`config.mk`:
```
export PLATFORM = sky130hd
export DESIGN_NAME = assoc_cache
export DESIGN_NICKNAME = d
export VERILOG_FILES = /design/src/rtl/cache_pkg.sv /design/src/rtl/cache_way.sv /design/src/rtl/assoc_cache.sv
export SDC_FILE = /design/constraint.sdc
export NUM_CORES = 1
export LEC_CHECK = 0
export CORE_UTILIZATION = 64
export CTS_CLUSTER_DIAMETER = 150
export DETAILED_ROUTE_END_ITERATION = 10
export DONT_BUFFER_PORTS = 1
export GPL_TIMING_DRIVEN = 0
export PLACE_DENSITY = 0.8
export SLEW_MARGIN = 10
export SYNTH_ARGS = -nofsm -noshare
export SYNTH_HDL_FRONTEND = slang
export SYNTH_SLANG_ARGS = --single-unit
```
`constraint.sdc`:
```
create_clock -name CLK -period 3.7 [get_ports CLK]
set_clock_uncertainty 0.15 [all_clocks]
set_input_delay 0.185 -clock CLK [delete_from_list [all_inputs] [get_ports CLK]]
set_output_delay 0.185 -clock CLK [all_outputs]
set_load 0.005 [all_outputs]
```
`src/rtl/cache_pkg.sv`:
```
// Shared types and derived geometry for the two-way
// set-associative data cache.
package cache_pkg;

  typedef logic [1:0] state_t;

  localparam state_t IDLE      = 2'd0;
  localparam state_t WRITEBACK = 2'd1;
  localparam state_t FETCH     = 2'd2;
  localparam state_t REFILL    = 2'd3;

  function automatic int tag_w(
    input int addr_w,
    input int index_w,
    input int offset_w
  );
    return addr_w - index_w - offset_w;
  endfunction

  function automatic int blk_w(
    input int word_w,
    input int offset_w
  );
    return word_w << offset_w;
  endfunction

endpackage

```
`src/rtl/cache_way.sv`:
```
// One way of the cache: valid, dirty, tag and block per set,
// with a lookup port and a word-merge / full-refill write port.
module cache_way #(
  parameter int INDEX_W  = 2,
  parameter int TAG_W    = 4,
  parameter int OFFSET_W = 2,
  parameter int WORD_W   = 8,
  parameter int BLK_W    = 32
) (
  input  logic                clk,
  input  logic                rst_n,
  input  logic [INDEX_W-1:0]  rd_index,
  input  logic [TAG_W-1:0]    rd_tag,
  output logic                match_o,
  output logic                valid_o,
  output logic                dirty_o,
  output logic [TAG_W-1:0]    tag_o,
  output logic [BLK_W-1:0]    block_o,
  input  logic                wr_en,
  input  logic                wr_fill,
  input  logic [INDEX_W-1:0]  wr_index,
  input  logic [TAG_W-1:0]    wr_tag,
  input  logic [OFFSET_W-1:0] wr_offset,
  input  logic [WORD_W-1:0]   wr_word,
  input  logic [BLK_W-1:0]    wr_block
);

  localparam int SETS = 1 << INDEX_W;

  logic [SETS-1:0]  valid_q, valid_d;
  logic [SETS-1:0]  dirty_q, dirty_d;
  logic [TAG_W-1:0] tag_q [SETS];
  logic [TAG_W-1:0] tag_d [SETS];
  logic [BLK_W-1:0] blk_q [SETS];
  logic [BLK_W-1:0] blk_d [SETS];

  assign valid_o = valid_q[rd_index];
  assign dirty_o = dirty_q[rd_index];
  assign tag_o   = tag_q[rd_index];
  assign block_o = blk_q[rd_index];
  assign match_o = valid_o && (tag_o == rd_tag);

  always_comb begin
    valid_d = valid_q;
    dirty_d = dirty_q;
    tag_d   = tag_q;
    blk_d   = blk_q;
    if (wr_en) begin
      if (wr_fill) begin
        valid_d[wr_index] = 1'b1;
        dirty_d[wr_index] = 1'b0;
        tag_d[wr_index]   = wr_tag;
        blk_d[wr_index]   = wr_block;
      end else begin
        dirty_d[wr_index] = 1'b1;
        blk_d[wr_index][wr_offset*WORD_W +: WORD_W] = wr_word;
      end
    end
  end

  always_ff @(posedge clk or negedge rst_n) begin
    if (!rst_n) begin
      valid_q <= '0;
      dirty_q <= '0;
      for (int s = 0; s < SETS; s++) begin
        tag_q[s] <= '0;
        blk_q[s] <= '0;
      end
    end else begin
      valid_q <= valid_d;
      dirty_q <= dirty_d;
      tag_q   <= tag_d;
      blk_q   <= blk_d;
    end
  end

endmodule

```
`src/rtl/assoc_cache.sv`:
```
// Two-way set-associative write-back cache: FSM, per-set LRU,
// victim selection and saturating hit/miss counters.
module assoc_cache
  import cache_pkg::*;
#(
  parameter int ADDR_W   = 8,
  parameter int WORD_W   = 8,
  parameter int OFFSET_W = 2,
  parameter int INDEX_W  = 2,
  parameter int CNT_W    = 16,
  localparam int TAG_W   = tag_w(ADDR_W, INDEX_W, OFFSET_W),
  localparam int BLK_W   = blk_w(WORD_W, OFFSET_W)
) (
  input  logic                     CLK,
  input  logic                     RESET_N,
  input  logic                     READ_CPU,
  input  logic                     WRITE_CPU,
  input  logic [ADDR_W-1:0]        cpu_address,
  input  logic [WORD_W-1:0]        WRITEDATA_CPU,
  output logic [WORD_W-1:0]        READDATA_CPU,
  output logic                     busywait_cpu,
  output logic                     mem_read,
  output logic                     mem_write,
  output logic [TAG_W+INDEX_W-1:0] mem_block_address,
  output logic [BLK_W-1:0]         mem_WriteData,
  input  logic [BLK_W-1:0]         mem_ReadData,
  input  logic                     mem_busywait,
  output logic [CNT_W-1:0]         hit_count,
  output logic [CNT_W-1:0]         miss_count
);

  localparam int SETS = 1 << INDEX_W;

  logic [TAG_W-1:0]    cpu_tag;
  logic [INDEX_W-1:0]  cpu_index;
  logic [OFFSET_W-1:0] cpu_off;

  state_t             state_q, state_d;
  logic [SETS-1:0]    lru_q, lru_d;
  logic               victim_q, victim_d;
  logic [TAG_W-1:0]   req_tag_q, req_tag_d;
  logic [INDEX_W-1:0] req_index_q, req_index_d;
  logic [BLK_W-1:0]   fill_q, fill_d;
  logic [CNT_W-1:0]   hit_cnt_q, hit_cnt_d;
  logic [CNT_W-1:0]   miss_cnt_q, miss_cnt_d;

  logic [1:0]         match, vld, drt, way_we;
  logic [TAG_W-1:0]   way_tag [2];
  logic [BLK_W-1:0]   way_blk [2];
  logic               way_fill;
  logic [INDEX_W-1:0] lk_index, wr_index;
  logic [BLK_W-1:0]   sel_blk;
  logic               req, hit, hit_way, idle;

  assign cpu_tag   = cpu_address[ADDR_W-1 -: TAG_W];
  assign cpu_index = cpu_address[OFFSET_W +: INDEX_W];
  assign cpu_off   = cpu_address[OFFSET_W-1:0];

  assign idle     = (state_q == IDLE);
  assign lk_index = idle ? cpu_index : req_index_q;
  assign req      = READ_CPU | WRITE_CPU;
  assign hit      = match[0] ^ match[1];
  assign hit_way  = match[1];
  assign sel_blk  = way_blk[hit_way];

  assign busywait_cpu = req & ~(idle & hit);
  assign hit_count    = hit_cnt_q;
  assign miss_count   = miss_cnt_q;

  always_comb begin
    READDATA_CPU = '0;
    if (idle && hit && READ_CPU && !WRITE_CPU) begin
      READDATA_CPU = sel_blk[cpu_off*WORD_W +: WORD_W];
    end
  end

  for (genvar w = 0; w < 2; w++) begin : g_way
    cache_way #(
      .INDEX_W (INDEX_W),
      .TAG_W   (TAG_W),
      .OFFSET_W(OFFSET_W),
      .WORD_W  (WORD_W),
      .BLK_W   (BLK_W)
    ) u_way (
      .clk      (CLK),
      .rst_n    (RESET_N),
      .rd_index (lk_index),
      .rd_tag   (cpu_tag),
      .match_o  (match[w]),
      .valid_o  (vld[w]),
      .dirty_o  (drt[w]),
      .tag_o    (way_tag[w]),
      .block_o  (way_blk[w]),
      .wr_en    (way_we[w]),
      .wr_fill  (way_fill),
      .wr_index (wr_index),
      .wr_tag   (req_tag_q),
      .wr_offset(cpu_off),
      .wr_word  (WRITEDATA_CPU),
      .wr_block (fill_q)
    );
  end

  always_comb begin
    state_d     = state_q;
    lru_d       = lru_q;
    victim_d    = victim_q;
    req_tag_d   = req_tag_q;
    req_index_d = req_index_q;
    fill_d      = fill_q;
    hit_cnt_d   = hit_cnt_q;
    miss_cnt_d  = miss_cnt_q;
    way_we      = '0;
    way_fill    = 1'b0;
    wr_index    = cpu_index;
    mem_read          = 1'b0;
    mem_write         = 1'b0;
    mem_block_address = '0;
    mem_WriteData     = '0;
    unique case (state_q)
      IDLE: begin
        if (req && hit) begin
          lru_d[cpu_index] = ~hit_way;
          way_we[hit_way]  = WRITE_CPU;
          if (!(&hit_cnt_q)) hit_cnt_d = hit_cnt_q + 1'b1;
        end else if (req) begin
          // Invalid ways are filled before anything is evicted.
          victim_d    = !vld[0] ? 1'b0 :
                        !vld[1] ? 1'b1 : lru_q[cpu_index];
          req_tag_d   = cpu_tag;
          req_index_d = cpu_index;
          if (!(&miss_cnt_q)) miss_cnt_d = miss_cnt_q + 1'b1;
          state_d = (vld[victim_d] && drt[victim_d]) ?
                    WRITEBACK : FETCH;
        end
      end
      WRITEBACK: begin
        mem_write         = 1'b1;
        mem_block_address = {way_tag[victim_q], req_index_q};
        mem_WriteData     = way_blk[victim_q];
        if (!mem_busywait) state_d = FETCH;
      end
      FETCH: begin
        mem_read          = 1'b1;
        mem_block_address = {req_tag_q, req_index_q};
        if (!mem_busywait) begin
          fill_d  = mem_ReadData;
          state_d = REFILL;
        end
      end
      REFILL: begin
        way_we[victim_q]   = 1'b1;
        way_fill           = 1'b1;
        wr_index           = req_index_q;
        lru_d[req_index_q] = ~victim_q;
        state_d            = IDLE;
      end
    endcase
  end

  always_ff @(posedge CLK or negedge RESET_N) begin
    if (!RESET_N) begin
      state_q     <= IDLE;
      lru_q       <= '0;
      victim_q    <= 1'b0;
      req_tag_q   <= '0;
      req_index_q <= '0;
      fill_q      <= '0;
      hit_cnt_q   <= '0;
      miss_cnt_q  <= '0;
    end else begin
      state_q     <= state_d;
      lru_q       <= lru_d;
      victim_q    <= victim_d;
      req_tag_q   <= req_tag_d;
      req_index_q <= req_index_d;
      fill_q      <= fill_d;
      hit_cnt_q   <= hit_cnt_d;
      miss_cnt_q  <= miss_cnt_d;
    end
  end

endmodule

```
======== Word level (Yosys, flattened, before mapping) ========
Cells that the tools add are included.
storage, ports and cells
  flip-flop bits (word level) ............. 381
  bits of input ports ..................... 53
  logic and storage cells ................. 193
cells by class
  add/sub/neg operators ................... 3
  magnitude comparators ................... 17
  equality and inequality tests ........... 10
  shift-type cells ........................ 3
  multiplexer cells ....................... 83
  bitwise operators ....................... 23
  reduce and logical (&&, ||, !) cells .... 26
operators with widths
  cell                                                   count
  bitwise mux 128 bit                                    4
  two-way mux 32 bit                                     13
  two-way mux 128 bit                                    2
  binary-select mux 32 bit (select 2 bit)                2
  demux 32 bit (select 2 bit)                            2
  two-way mux 4 bit                                      11
  negation 5 -> 34 bit                                   1
  variable shift 8 x 34 -> 32 bit, first input constant  1
  indexed part select 8 x 34 -> 32 bit                   1
  adder 16 x 1 -> 16 bit, second input constant          2
  bitwise mux 16 bit                                     2
  AND reduction 16 bit                                   2
  indexed part select 32 x 6 -> 8 bit                    1
  two-way mux 1 bit                                      19
  binary-select mux 4 bit (select 2 bit)                 2
  two-way mux 2 bit                                      8
  OR 4 bit                                               4
  logical AND 1 bit                                      13
  < comparator 2 x 3 -> 1 bit, second input constant     4
  case mux 6 bit (2 select lines)                        1
  binary-select mux 1 bit (select 2 bit)                 5
  bitwise AND 4 bit                                      2
  bitwise mux 4 bit                                      2
  demux 4 bit (select 2 bit)                             1
  31 further kinds                                       60

======== Longest topological paths before layout ========
Gate-level depths: netlist of the first run.
  depth after elaboration ................. 16
  depth in mapped cells ................... 15

======== Cells and area by module ========
A second synthesis of the first run with hierarchy kept.
second synthesis, totals
  cell total of the unflattened synthesis .. 1,779
  area total of the unflattened synthesis .. 19,622.6 sq um
by module, submodules not included
  module                      times used  cells each  area each (sq um)
  cache_way (g_way[1].u_way)  1           744         7,811.2
  cache_way (g_way[0].u_way)  1           605         7,040.5
  assoc_cache                 1           430         4,770.8

======== Least setup slack after synthesis of the first run ========
No wires, ideal clock.
  path type ............................... register -> register
  start ................................... reg state_q[0]
  end ..................................... reg g_way[0].u_way.tag_q[0] in the netlist's numbering
  library setup time ...................... 0.125 ns
  arrival time ............................ 3.140 ns
  data required time ...................... 3.425 ns
  slack ................................... 0.285 ns
  cell stages (with the launch flop) ...... 13
  cell sequence ........................... dfrtp_1 -> inv_1 -> ha_1 -> mux2i_1 -> buf_2 -> buf_6 -> a31oi_1 -> nor4_1 -> nand4_1 -> or3_1 -> a21oi_1 -> nand3_1 -> mux2_2
on the way
  cells in the longest elaborated chain, start to end .. 16
  elaborated cells between the ends (all ways) .. 38
ends and longest elaborated chain
  item                                                                                                    RTL line                               text
  start, declared                                                                                         assoc_cache.sv:38                      state_t state_q, state_d;
  start signal, assigned                                                                                  assoc_cache.sv:172                     state_q <= state_d;
  zero test 2 bit                                                                                         assoc_cache.sv:59, assoc_cache.sv:120
  two-way mux 2 bit                                                                                       assoc_cache.sv:60                      assign lk_index = idle ? cpu_index : req_index_q;
  inverter 2 -> 3 bit (not written as such)                                                               cache_way.sv:39                        assign tag_o = tag_q[rd_index];
  binary-select mux 4 bit (select 2 bit)                                                                  cache_way.sv:39
  two-way mux 4 bit (not written as such) (2 in series)                                                   cache_way.sv:39
  equality test 4 bit                                                                                     cache_way.sv:41                        assign match_o = valid_o && (tag_o == rd_tag);
  logical AND 1 bit                                                                                       cache_way.sv:41
  < comparator 1 x 2 -> 1 bit (not written as such) or greater-or-equal comparator 1 bit (tied branches)  assoc_cache.sv:124                     way_we[hit_way] = WRITE_CPU;
  logical AND 1 bit (not written as such)                                                                 assoc_cache.sv:124
  two-way mux 1 bit (not written as such)                                                                 assoc_cache.sv:124
  demux 1 bit (select 1 bit)                                                                              assoc_cache.sv:124
  bitwise AND 2 bit (no line)                                                                             -
  two-way mux 2 bit                                                                                       assoc_cache.sv:122                     if (req && hit) begin
  case mux 2 bit (2 select lines)                                                                         assoc_cache.sv:120                     unique case (state_q)
  AND reduction 2 bit (no line)                                                                           -
  end signal, assigned                                                                                    cache_way.sv:72                        tag_q <= tag_d;
  end, declared                                                                                           cache_way.sv:32                        logic [TAG_W-1:0] tag_q [SETS];
Parallel ways exist; a longest one is shown, timed or not. The select of a mux whose other input is x is not followed.
A chain may end at the register's enable or synchronous reset.

======== Worst setup path in the final report of the first run ========
  start ................................... reg state_q[0]
  end ..................................... out READDATA_CPU[4]
on the way
  cells in the longest elaborated chain, start to end .. 14
  elaborated cells between the ends (all ways) .. 33
ends and longest elaborated chain
  item                                                    RTL line                          text
  zero test 2 bit (*)                                     assoc_cache.sv:59                 assign idle = (state_q == IDLE);
  two-way mux 2 bit                                       assoc_cache.sv:60
  inverter 2 -> 3 bit (not written as such)               cache_way.sv:39, cache_way.sv:40
  binary-select mux 4 bit (select 2 bit)                  cache_way.sv:39
  two-way mux 4 bit (not written as such) (2 in series)   cache_way.sv:39
  equality test 4 bit                                     cache_way.sv:41
  logical AND 1 bit                                       cache_way.sv:41
  inverter 1 -> 2 bit (not written as such)               assoc_cache.sv:64                 assign sel_blk = way_blk[hit_way];
  two-way mux 32 bit (not written as such) (3 in series)  assoc_cache.sv:64
  indexed part select 32 x 6 -> 8 bit                     assoc_cache.sv:73                 READDATA_CPU = sel_blk[cpu_off*WORD_W +: WORD_W];
  two-way mux 8 bit (*)                                   assoc_cache.sv:72                 if (idle && hit && READ_CPU && !WRITE_CPU) begin
  end, declared                                           assoc_cache.sv:20                 output logic [WORD_W-1:0] READDATA_CPU,
Mark *: on every way between the ends. The rest lies on a longest branch, timed or not. The select of a mux whose other input is x is not followed.

==> impl_summary.md, run 1 <==
Routing
The DRC marker count from the first detailed-route iteration is 1890. For this block, the routed nets add up to 61000 um of wire. The number of detailed-route iterations in the first pass is 8. The average wire per cell in the routed design is 31.0 um. In the routed design, unresolved DRC markers number 0.

The total number of vias is 14700. Dividing the detail-routed via count by the number of cells gives 7.45. Once detail routing completed, the nets flagged for antenna violations numbered 0.

Yosys
The distinct cell type count after synthesis is 57. Counting every instance in the synthesized netlist gives 1400. The post-synthesis average cell area is 13.0 um^2. After synthesis, the share of flip-flops with an asynchronous set or reset is 1.00. After synthesis, the cell types taking the most area are dfrtp_1 (52%), mux4_2 (9.7%), a2bb2oi_1 (9.2%). Of the post-synthesis cell area, the dominant cell type holds 0.522. The synthesized netlist occupies a cell area of 0.0183 mm^2. The net count of the mapped netlist is 1465. The synthesized design contains 0 enable-type register cells. Of the synthesized area, sequential elements account for 0.522. During synthesis, Yosys emitted a total of 0 warnings. In the synthesized netlist the dominant register cell turns out to be dfrtp_1. Counting flops and latches in the post-synthesis netlist gives 381. Summed over all instances, the cell type with the most area after synthesis is dfrtp_1.

Final layout
The library cell used most frequently in the layout, excluding fill and tap cells, is dfrtp_1. The area of all placed cells without fillers is 0.0226 mm^2. The proportion of layout cells with a drive suffix above 1 is 0.312. Leaving out fill and tap cells, the most frequent cells in the layout are dfrtp_1 (381), a2bb2oi_1 (176), mux4_2 (79), o22a_1 (64), mux2_2 (63). The share of the core filled with cells in the final layout is 0.810. The number of nets in the finished design is 1629.

The sequential cells in the finished layout cover a total of 0.00953 mm^2. The relative area change from synthesis to final layout is 24.0%. The final instance count without filler cells is 1968. The filler cells instantiated in the layout total 1444. In the final layout, the multi-input gates occupy 0.00942 mm^2.

Placement
The setup slack at placement is -1040 ps. The post-DP HPWL is 35800 um. Routability-driven placement finished with a final weighted congestion of 0.968. Summing all placed instances gives a cell area of 0.0187 mm^2. The quantity of I/O buffers inserted on ports is 0. The number of placed instances, taps included, is 1779.

Floorplanning
The die boundary height is 171 um. In this run the core area contains 61 standard-cell rows. The die extent in x is 171 um. The floorplan step defined a die boundary enclosing 0.0292 mm^2. The initial core utilization is 0.654. The floorplan core area is 0.0279 mm^2. The I/O pin total is 134.

Timing
The measured slew at the worst slew-check pin is 1270 ps. The post-route clock period utilization is 1.17. Setup repair after global routing could not meet its margin everywhere. The smallest clock period supported by the final layout is computed as 4340 ps. The final hold violation count came to 381. The final-report setup violation count is 350.

Setup slack on the critical path of the routed design comes to -638 ps. The worst pin sits at a relative slew slack of 0.145. The worst slack on hold paths is -807 ps. After routing, the total negative slack on setup checks comes to -67000 ps. Based on the critical path, the design can be clocked at up to 231 MHz. The number of pins with negative max-slew slack in the final report is 0.

Setup path
STA puts the critical path data arrival time at 4000 ps. The critical-path maximum fanout is 9. For flop-to-flop paths, the worst setup slack is -390 ps. The setup path with the least slack is of type reg2out.

The capturing element type of the critical path is an output port. The worst register-to-register path begins at state_q[0]. The endpoint of the worst-slack reg-to-reg timing path is g_way[0].u_way.blk_q[24]. For the worst setup path, the data required time is 3370 ps.

The startpoint class of the critical path is a flop. The cell count of the worst reg-to-reg path is 18.

GRT
The global routing usage summed across all routing layers is 0.376. The total overflow left after global routing is 0. Entering global routing, the biggest net connects 382 pins. The first-pass GRT wire length is 81800 um.

The number of global-route vias before repair is 14200. The initial antenna violation count came to 2.

CTS
TritonCTS built the clock tree. The clock passes through at most 3 buffers. In this run, CTS created clock tree buffers numbering 41. The count of clock tree sinks is 381. The clock-pin slew on the worst setup and hold paths is 60 ps.

The root buffer cell is clkbuf_16. Clock latency on the worst-skew pair, taken at its later pin, is 550 ps. The number of H-tree branching levels is 2.

Run
The max-cap violation count is 0.

Power and ir drop
For this design the total switching power over the nets is 8.28 mW. The share of total power dissipated in the clock network is 0.190. The share of total power dissipated in sequential elements is 0.340. Of the total power, the share spent switching nets is 0.393. Summed over all cells, the static leakage comes to 9.69 nW. The completed layout was analyzed and its total power is 21.1 mW. The power density over cell area is 930 mW/mm^2. Cell internal power was estimated by the tool at 12.8 mW. The largest vdd supply drop is 609 uV. The relative contribution of combinational cells to total power is 0.471.

Min path
In this run the worst hold path is classified as in2async.

Status
The flow ran to the end, but the final reports show violations. The final reports fail on negative hold slack, negative setup slack.
==> Yosys cell counts (all sizes together) (3+ instances only) <==
master   instances
o221a            3
nand2b          17
a311oi           9
dfrtp          381
xnor2           23
ha              12
buf             36
mux4            79
a221o            8
and2             3
a31oi            9
a22oi            4
a21o             3
inv             12
nor2            86
nor3b            3
nand4            9
o21bai           4
nor4             5
mux2            83
or2              6
and4             3
a21boi          25
nor3            10
o21ai           36
or3              3
and3             8
a2bb2oi        192
nor2b           46
clkbuf          47
o22a            64
nand3           12
xor2            13
mux2i           60
nand2           65
nand3b           4
==> final cells by class <==
class,instances,share of cell area
well taps,378,0.0209
repair buffers,127,0.0576
flip-flops and latches,381,0.421
clock inverters,13,0.00442
plain buffers,77,0.0251
inverters,14,0.00232
multi-input cells,922,0.416
diodes,1,0.000111
clock buffers,55,0.0522
==> worst max path at each step <==
stage                     from                       to  slack, ps  cells after the start
CTS                 state_q[1]          READDATA_CPU[4]       -260                     13
global placement    state_q[0]          READDATA_CPU[2]      -1000                     12
global route        state_q[0]          READDATA_CPU[4]       -720                     14
floorplan           state_q[0]  g_way[0].u_way.tag_q[0]        280                     12
detailed placement  state_q[1]          READDATA_CPU[2]      -1040                     12
finish              state_q[0]          READDATA_CPU[4]       -640                     14
==> metal layers <==
metal	part of all wire	wire (um)	vias up	track usage
li1	-	-	5700	-
met4	0.067	4080	0	0.208
met5	0	0	-	0
met3	0.11	6620	300	0.0879
met2	0.48	29100	1197	0.599
met1	0.35	21300	7461	0.480
==> kinds of logic (layout without fill, tap and decap cells) <==
group,count (synthesis),in the layout,synth area share
AO/OA/AOI/OAI,369,369,0.167
XOR/XNOR,36,36,0.0177
adder cells (fa/ha/maj),12,12,0.00822
buffers and inverters,97,286,0.0226
flip-flops,381,381,0.522
multiplexers,222,222,0.182
other,0,1,0
AND/OR/NAND/NOR,283,283,0.0800
==> power by group through the flow <==
stage	Sequential, mW	Combinational [mW]	Clock, mW
floorplan	6.56	5.77	0
global placement	6.83	7.42	0
finish	7.15	9.91	4.00
CTS	6.93	8.38	3.96
detailed placement	6.93	7.66	0
global route	7.25	10.2	4.16
==> repair_timing <==
item	CTS	global route
pin swaps	18	41
hold endpoints to repair	502	459
hold buffers	50	7
resized for setup	143	229
setup endpoints to repair	388	340
cloned	0	4
setup buffers	24	41
==> sequential cells by signal (all words and copies together) (netlist names), 4 cells and up, named ones only <==
register             cells
fill_q                  32
g_way.u_way.blk_q      256
g_way.u_way.tag_q       32
g_way.u_way.valid_q      8
hit_count               16
lru_q                    4
miss_count              16
req_tag_q                4
==> critical path, cell delays in order, from the launching register on <==
cell and delay [ps]:
dfrtp_1 410, inv_2 120, ha_4 200, mux2_4 340, buf_12 150, mux2i_1 240
mux2i_1 190, xnor2_1 340, nand4_1 250, buf_4 230, xnor2_4 150, nor2b_4 130
nand3b_1 140, buf_12 190, a311oi_4 360
Note: power is estimated with default switching activity, not from simulation.
==> run 2, diff against run 1 <==
--- a/config.mk
+++ b/config.mk
@@ -5,12 +5,14 @@
 export SDC_FILE = /design/constraint.sdc
 export NUM_CORES = 1
 export LEC_CHECK = 0
-export CORE_UTILIZATION = 64
+export CELL_PAD_IN_SITES_DETAIL_PLACEMENT = 1
+export CELL_PAD_IN_SITES_GLOBAL_PLACEMENT = 2
+export CORE_UTILIZATION = 45
 export CTS_CLUSTER_DIAMETER = 150
 export DETAILED_ROUTE_END_ITERATION = 10
 export DONT_BUFFER_PORTS = 1
 export GPL_TIMING_DRIVEN = 0
-export PLACE_DENSITY = 0.8
+export PLACE_DENSITY_LB_ADDON = 0.1
 export SLEW_MARGIN = 10
 export SYNTH_ARGS = -nofsm -noshare
 export SYNTH_HDL_FRONTEND = slang
==> impl_summary.md, run 2 (synthesis results as in run 1) <==
Run
The max-cap violation count is 0 (unchanged).

Setup path
The endpoint of the worst-slack reg-to-reg timing path is g_way[0].u_way.blk_q[92]. The startpoint identified for the worst register-to-register timing path is state_q[0]. The signal arrival time at the worst endpoint is 3740 ps (-260 ps). The cell count of the worst reg-to-reg path is 17 (-1). The worst setup path is launched from a flop. The critical-path maximum fanout is 8 (-1). The worst endpoint required time is 3370 ps (about the same). The flop-to-flop setup slack is -70 ps (+320 ps).

The critical setup path kind is reg2out. STA classifies the critical path endpoint as an output port.

Final layout
The number of nets in the finished design is 1620 (-0.55%). Ranked by flip-flop count, first place goes to g_way.u_way.blk_q. The final instance count without filler cells was 2111 (+7.3%). The share of the core filled with cells in the final layout is 0.565 (-0.245). The leading cell type in the layout, fill and taps excluded is dfrtp_1. The area of all placed cells without fillers was 0.0226 mm^2 (-0.35%). The flip-flop count of the largest register after layout is 256 (unchanged). In the layout the commonest cells are dfrtp_1 (381), a2bb2oi_1 (181), mux2_2 (81), mux4_2 (79), o22a_1 (64). The count of filler cells inserted in the layout was 3835 (+170%). The proportion of layout cells with a drive suffix above 1 is 0.287 (-0.0251). The footprint of the multi-input gates is 0.00909 mm^2 (-3.5%). In the final layout, the registers with the most flip-flops are g_way.u_way.blk_q: 256 flops, fill_q: 32 flops, g_way.u_way.tag_q: 32 flops. The relative area change from synthesis to final layout is 23.6%.

The flip-flop and latch area is 0.00953 mm^2 (unchanged).

CTS
The count of clock tree sinks is 381 (unchanged). The clock tree buffer depth is 3 (unchanged). The CTS tree is built. The CTS buffer count is 43 (+4.9%). The root buffer cell is clkbuf_16.

The clock latency at the later pin of the worst-skew pair is 570 ps (+20 ps). The number of H-tree branching levels was 2 (unchanged). The clock-pin slew on the worst setup and hold paths is 60 ps (about the same).

Floorplanning
The die boundary height is 203 um (+19%). The I/O pin total was 134 (unchanged). The die extent in x is 203 um (+19%). The initial core utilization is 0.457 (-0.196).

The area of the die was 0.0414 mm^2 (+42%). The number of cell rows is 73 (+20%). The floorplan core area is 0.0399 mm^2 (+43%).

GRT
The number of global-route vias before repair is 14400 (+1.2%). The first-pass GRT wire length came to 92600 um (+13%). The initial antenna violation count is 2 (unchanged).

The remaining global-route overflow is 0 (unchanged). The largest net degree at the start of global routing is 382 (unchanged). The global routing usage summed across all routing layers is 0.301 (-0.0751).

Power and ir drop
The static leakage came to 9.58 nW (-1.1%). The portion of total power attributed to the clock network is 0.209 (+0.019). The internal portion of total power is 12.9 mW (+0.87%). The relative contribution of combinational cells to total power was 0.457 (-0.014). The part of the total power dissipated in sequential elements is 0.334 (-0.006).

The largest vdd supply drop is 538 uV (-12%). The switching part of the total power is 0.381 (-0.0114). The power consumption is 20.9 mW (-1.0%). The power density over cell area is 924 mW/mm^2 (-0.65%).

The total net switching power is 7.95 mW (-3.9%).

Timing
The final hold violation count was 381 (unchanged). The final-report setup violation count is 70 (-80%). The final setup TNS is -5090 ps (+61920 ps). The achievable clock frequency is 245 MHz (+6.4%). The worst slack on hold paths is -842 ps (-34.3 ps). The worst slew slack as a fraction of its limit is 0.232 (+0.0870).

The minimum setup slack in the final design is -377 ps (+262 ps). The shortest clock period the worst path allows after layout is 4080 ps (-262 ps). The number of pins with negative max-slew slack in the final report is 0 (unchanged). Setup repair after global routing could not meet its margin everywhere. The post-route clock period utilization is 1.10 (-0.0708). The measured slew at the worst slew-check pin is 1140 ps (-128 ps).

Routing
The number of design rule violations left after detail routing is 0 (unchanged). The total number of vias was 13400 (-8.5%). The number of detailed-route iterations in the first pass was 5 (-3). The detailed-route wire length is 62200 um (+1.9%).

The average wire per cell in the routed design is 29.5 um (-5.0%). The DRC marker count from the first detailed-route iteration came to 762 (-60%). The average vias per placed instance was 6.35 (-15%). The count of antenna-violating nets left after detailed routing was 0 (unchanged).

Placement
The placed standard-cell area is 0.0189 mm^2 (+1.0%). The setup slack at placement is -1300 ps (-259 ps). The quantity of I/O buffers inserted on ports came to 0 (unchanged). The number of cells after detailed placement is 1927 (+8.3%).

The post-DP HPWL is 41000 um (+14%). The final estimated routing congestion in global placement is 0.872 (-10%).

Status
The final reports fail on negative hold slack, negative setup slack. The run finished, with violations left.

Min path
The type of the tightest min-delay check is in2async.
-- run 2: critical path, stage by stage (launching register included) --
cell and delay [ps]:
dfrtp_1 400, inv_2 100, ha_4 180, mux2_4 370, buf_12 160, mux2i_4 180, mux2i_2 210, xnor2_1 190
nand4_1 210, buf_4 210, xnor2_4 140, nor2b_4 120, nand3b_1 120, buf_12 180, a311oi_4 380
-- run 2: what timing repair did --
action,CTS,global route
pin swaps,21,37
cloned,1,3
hold endpoints to repair,604,389
hold buffers,51,1
buffers inserted,25,33
resized for setup,198,96
endpoints found under the setup margin,391,336
-- run 2: worst max-delay path by stage --
stage	to	cells after the start	start	slack [ps]
2_1_floorplan	g_way[0].u_way.tag_q[0]	12	state_q[0]	280
3_3_place_gp	READDATA_CPU[3]	12	state_q[0]	-1260
3_5_place_dp	READDATA_CPU[3]	12	state_q[0]	-1300
4_1_cts	READDATA_CPU[4]	13	state_q[1]	-360
5_1_grt	READDATA_CPU[3]	14	state_q[0]	-440
6_report	READDATA_CPU[3]	14	state_q[0]	-380
-- run 2: power groups by stage --
| stage | Sequential [mW] | Clock [mW] | Combinational, mW |
|---|---|---|---|
| final | 6.97 | 4.36 | 9.52 |
| after global routing | 7.15 | 4.56 | 10.0 |
| after CTS | 6.90 | 4.40 | 8.91 |
| after detailed placement | 6.92 | 0 | 8.05 |
| after global placement | 6.84 | 0 | 7.84 |
| after floorplan | 6.56 | 0 | 5.77 |
-- run 2: final cells by class --
type	instances	area share
Sequential cell	381	0.423
Multi-Input combinational cell	922	0.403
Timing Repair Buffer	115	0.0551
Tap cell	525	0.0291
Inverter	14	0.00233
Buffer	78	0.0251
Clock buffer	70	0.0593
Antenna cell	1	0.000111
Clock inverter	5	0.00349
-- run 2: per-layer routing --
metal  vias up  share of wire  track usage
met5         -              0            0
met4         0          0.041        0.135
met3       120          0.049       0.0507
met2       428           0.48        0.485
met1      7181           0.43        0.401
li1       5676              -            -
==> run 3, diff against run 2 <==
--- a/config.mk
+++ b/config.mk
@@ -5,12 +5,14 @@
 export SDC_FILE = /design/constraint.sdc
 export NUM_CORES = 1
 export LEC_CHECK = 0
+export ABC_CLOCK_PERIOD_IN_PS = 3700
+export BUFFER_PORTS_ARGS = -buffer_cell sky130_fd_sc_hd__buf_4
 export CELL_PAD_IN_SITES_DETAIL_PLACEMENT = 1
 export CELL_PAD_IN_SITES_GLOBAL_PLACEMENT = 2
-export CORE_UTILIZATION = 45
+export CORE_UTILIZATION = 43
+export CTS_BUF_LIST = sky130_fd_sc_hd__clkbuf_16
 export CTS_CLUSTER_DIAMETER = 150
 export DETAILED_ROUTE_END_ITERATION = 10
-export DONT_BUFFER_PORTS = 1
 export GPL_TIMING_DRIVEN = 0
 export PLACE_DENSITY_LB_ADDON = 0.1
 export SLEW_MARGIN = 10
==> impl_summary.md, run 3 (synthesis results as in run 1) <==
Placement
The quantity of I/O buffers inserted on ports is 131 (+131). The post-DP HPWL is 42500 um (+3.7%). The final estimated routing congestion in global placement is 0.840 (-3.7%). The number of cells after detailed placement is 2075 (+7.7%).

CTS
The clock-pin slew on the worst setup and hold paths is 60 ps (about the same). The number of H-tree branching levels is 2 (unchanged). The clock tree buffer depth is 3 (unchanged).

The count of clock tree sinks was 381 (unchanged). The CTS buffer count is 44 (+2.3%). The clock latency at the later pin of the worst-skew pair was 590 ps (+20 ps).

TritonCTS built the clock tree. The root buffer cell is clkbuf_16.

Final layout
The top cell types in the final layout, fill and taps aside, are dfrtp_1 (381), buf_4 (196), a2bb2oi_1 (189), mux2_2 (81), mux4_2 (79). The number of antenna diodes is 0 (-1). The proportion of layout cells with a drive suffix above 1 was 0.353 (+0.0658).

The share of the core filled with cells in the final layout is 0.559 (-0.00611). The flip-flop count of the largest register after layout is 256 (unchanged). The relative area change from synthesis to final layout is 28.5%. The largest registers in the layout are g_way.u_way.blk_q: 256 flops, fill_q: 32 flops, g_way.u_way.tag_q: 32 flops. The count of filler cells inserted in the layout is 4136 (+7.8%). The library cell used most frequently in the layout, excluding fill and tap cells, is dfrtp_1. Ranked by flip-flop count, first place goes to g_way.u_way.blk_q. The final instance count without filler cells is 2259 (+7.0%). The number of nets in the finished design was 1756 (+8.4%).

Routing
The number of design rule violations left after detail routing is 0 (unchanged). The uppermost signal routing layer after detailed routing is met4. The number of detailed-route iterations in the first pass is 5 (unchanged). The wire length on met3 is 2910 um (-5.0%).

The DRC marker count from the first detailed-route iteration was 934 (+23%). The total number of vias came to 13700 (+2.3%). The detailed-route wire length was 61300 um (-1.5%). The wire length on met1 is 26500 um (about the same). The routed wire length on met2 is 30300 um (+0.38%). The count of antenna-violating nets left after detailed routing came to 0 (unchanged). The average vias per placed instance came to 6.07 (-4.4%). The average wire per cell in the routed design is 27.1 um (-8.0%).

Timing
The final setup TNS is -12770 ps (-7690 ps). The final-report setup violation count is 111 (+59%). The worst slack on hold paths was 47.3 ps (+889 ps). The achievable clock frequency is 237 MHz (-3.2%). The minimum setup slack in the final design is -511 ps (-134 ps). The worst slew slack as a fraction of its limit came to 0.189 (-0.0433). The number of pins with negative max-slew slack in the final report is 0 (unchanged). The measured slew at the worst slew-check pin is 1200 ps (+62.8 ps). The shortest clock period the worst path allows after layout is 4210 ps (+134 ps). The final hold violation count was 0 (-100%). Setup repair after global routing could not meet its margin everywhere. The post-route clock period utilization is 1.14 (+0.0362).

Setup path
The peak per-stage delay on the critical path is 440 ps (+40 ps). The critical setup path kind is reg2out. The cell type with the highest occurrence count on the critical path is buf_12. The slowest library cell on the worst path is mux4_2. Walking the worst path, the cells encountered are inv_2, ha_4, mux2_4, buf_12, mux2i_4, mux2i_2, xnor2_1, nand4_1, buf_6, buf_12, mux4_2, nor2_1, a311oi_2, buf_4. The capturing element type of the critical path is an output port. The worst endpoint required time is 3370 ps (about the same). The critical-path maximum fanout is 10 (+2). The startpoint class of the critical path is a flop. The signal arrival time at the worst endpoint is 3880 ps (+140 ps).

Min path
The type of the tightest min-delay check is in2async.

Floorplanning
The number of cell rows is 75 (+2.7%). The initial core utilization came to 0.435 (-0.0222). The floorplan core area came to 0.0419 mm^2 (+5.1%).

The area of the die is 0.0433 mm^2 (+4.6%). The I/O pin total was 134 (unchanged). The die extent in x is 208 um (+2.3%). The die boundary height is 208 um (+2.3%).

Status
The final reports fail on negative setup slack. The run finished, with violations left.

GRT
The global routing usage summed across all routing layers is 0.286 (-0.0147). The remaining global-route overflow is 0 (unchanged). The number of global-route vias before repair was 14700 (+2.1%). The first-pass GRT wire length is 93500 um (+0.98%). The initial antenna violation count is 0 (-2). The largest net degree at the start of global routing came to 106 (-72%).

Power and ir drop
The power density over cell area is 896 mW/mm^2 (-3.1%). The power consumption is 21.0 mW (+0.77%). The static leakage is 10.3 nW (+7.1%). The largest vdd supply drop is 333 uV (-38%).

Run
The max-cap violation count is 0 (unchanged).
==> run 3: cell count changes in the layout (fill, tap and decap cells not counted), moves of 6 or more <==
cell       delta
a2bb2oi_1     +8
clkbuf_1     -16
clkinv_1     +12
clkbuf_8     -16
buf_12        -6
buf_4       +155
inv_1         +7
a2bb2oi_2     -8
==> run 3: final cells by class <==
class | instances | area, um^2 | share of cell area
Multi-Input combinational cell | 922 | 9140 | 0.390
Buffer | 77 | 589 | 0.0251
Clock inverter | 31 | 215 | 0.00918
Clock buffer | 44 | 1100 | 0.0469
Sequential cell | 381 | 9530 | 0.407
Tap cell | 539 | 674 | 0.0288
Inverter | 14 | 55.1 | 0.00235
Timing Repair Buffer | 251 | 2140 | 0.0912
==> run 3: where the power goes <==
part           internal (mW)  total [mW]  switching, mW
Clock                   2.29        4.08           1.78
Sequential              5.88        6.93           1.05
Combinational           4.74        10.0           5.27
==> run 3: stage by stage <==
stage	cell area [um^2]	setup slack [ps]
after global routing	23500	-629
after detailed placement	20000	-1390
final	23500	-511
after CTS	22700	-457
after global placement	19900	-1510
after floorplan	18300	285
==> run 3: worst paths after layout <==
path,from,endpoint,slack (ps),cells past startpoint
max in group asynchronous,RESET_N,g_way[0].u_way.blk_q[57],1880,4
worst min-delay path,RESET_N,hit_count[5],50,2
worst max-delay path,state_q[0],READDATA_CPU[5],-510,14
worst max register to register,state_q[0],g_way[0].u_way.tag_q[14],-150,16
worst min register to register,flop,flop,330,2
min in group CLK,READ_CPU,hit_count[12],150,5
==> run 3: timing repair <==
action | CTS | global route
endpoints found under the setup margin | 391 | 385
hold endpoints to repair | 193 | 16
hold buffers | 48 | 2
buffers inserted | 42 | 25
pin swaps | 22 | 27
resized for setup | 190 | 132
==> run 3: routing by layer <==
metal | vias up | track usage
li1 | 5955 | -
met2 | 340 | 0.474
met1 | 7327 | 0.386
met5 | - | 0
met4 | 0 | 0.0861
met3 | 94 | 0.0512
==> run 3: critical path: cells and delay by family, from the launching register on <==
| family | cells | cell delay [ps] |
|---|---|---|
| muxes | 4 | 1180 |
| buffers and inverters | 5 | 770 |
| DFF | 1 | 390 |
| AOI/OAI and AO/OA | 1 | 340 |
| and+or+nand+nor | 2 | 210 |
| adders and majority gates | 1 | 190 |
| xor gates and xnor gates | 1 | 180 |
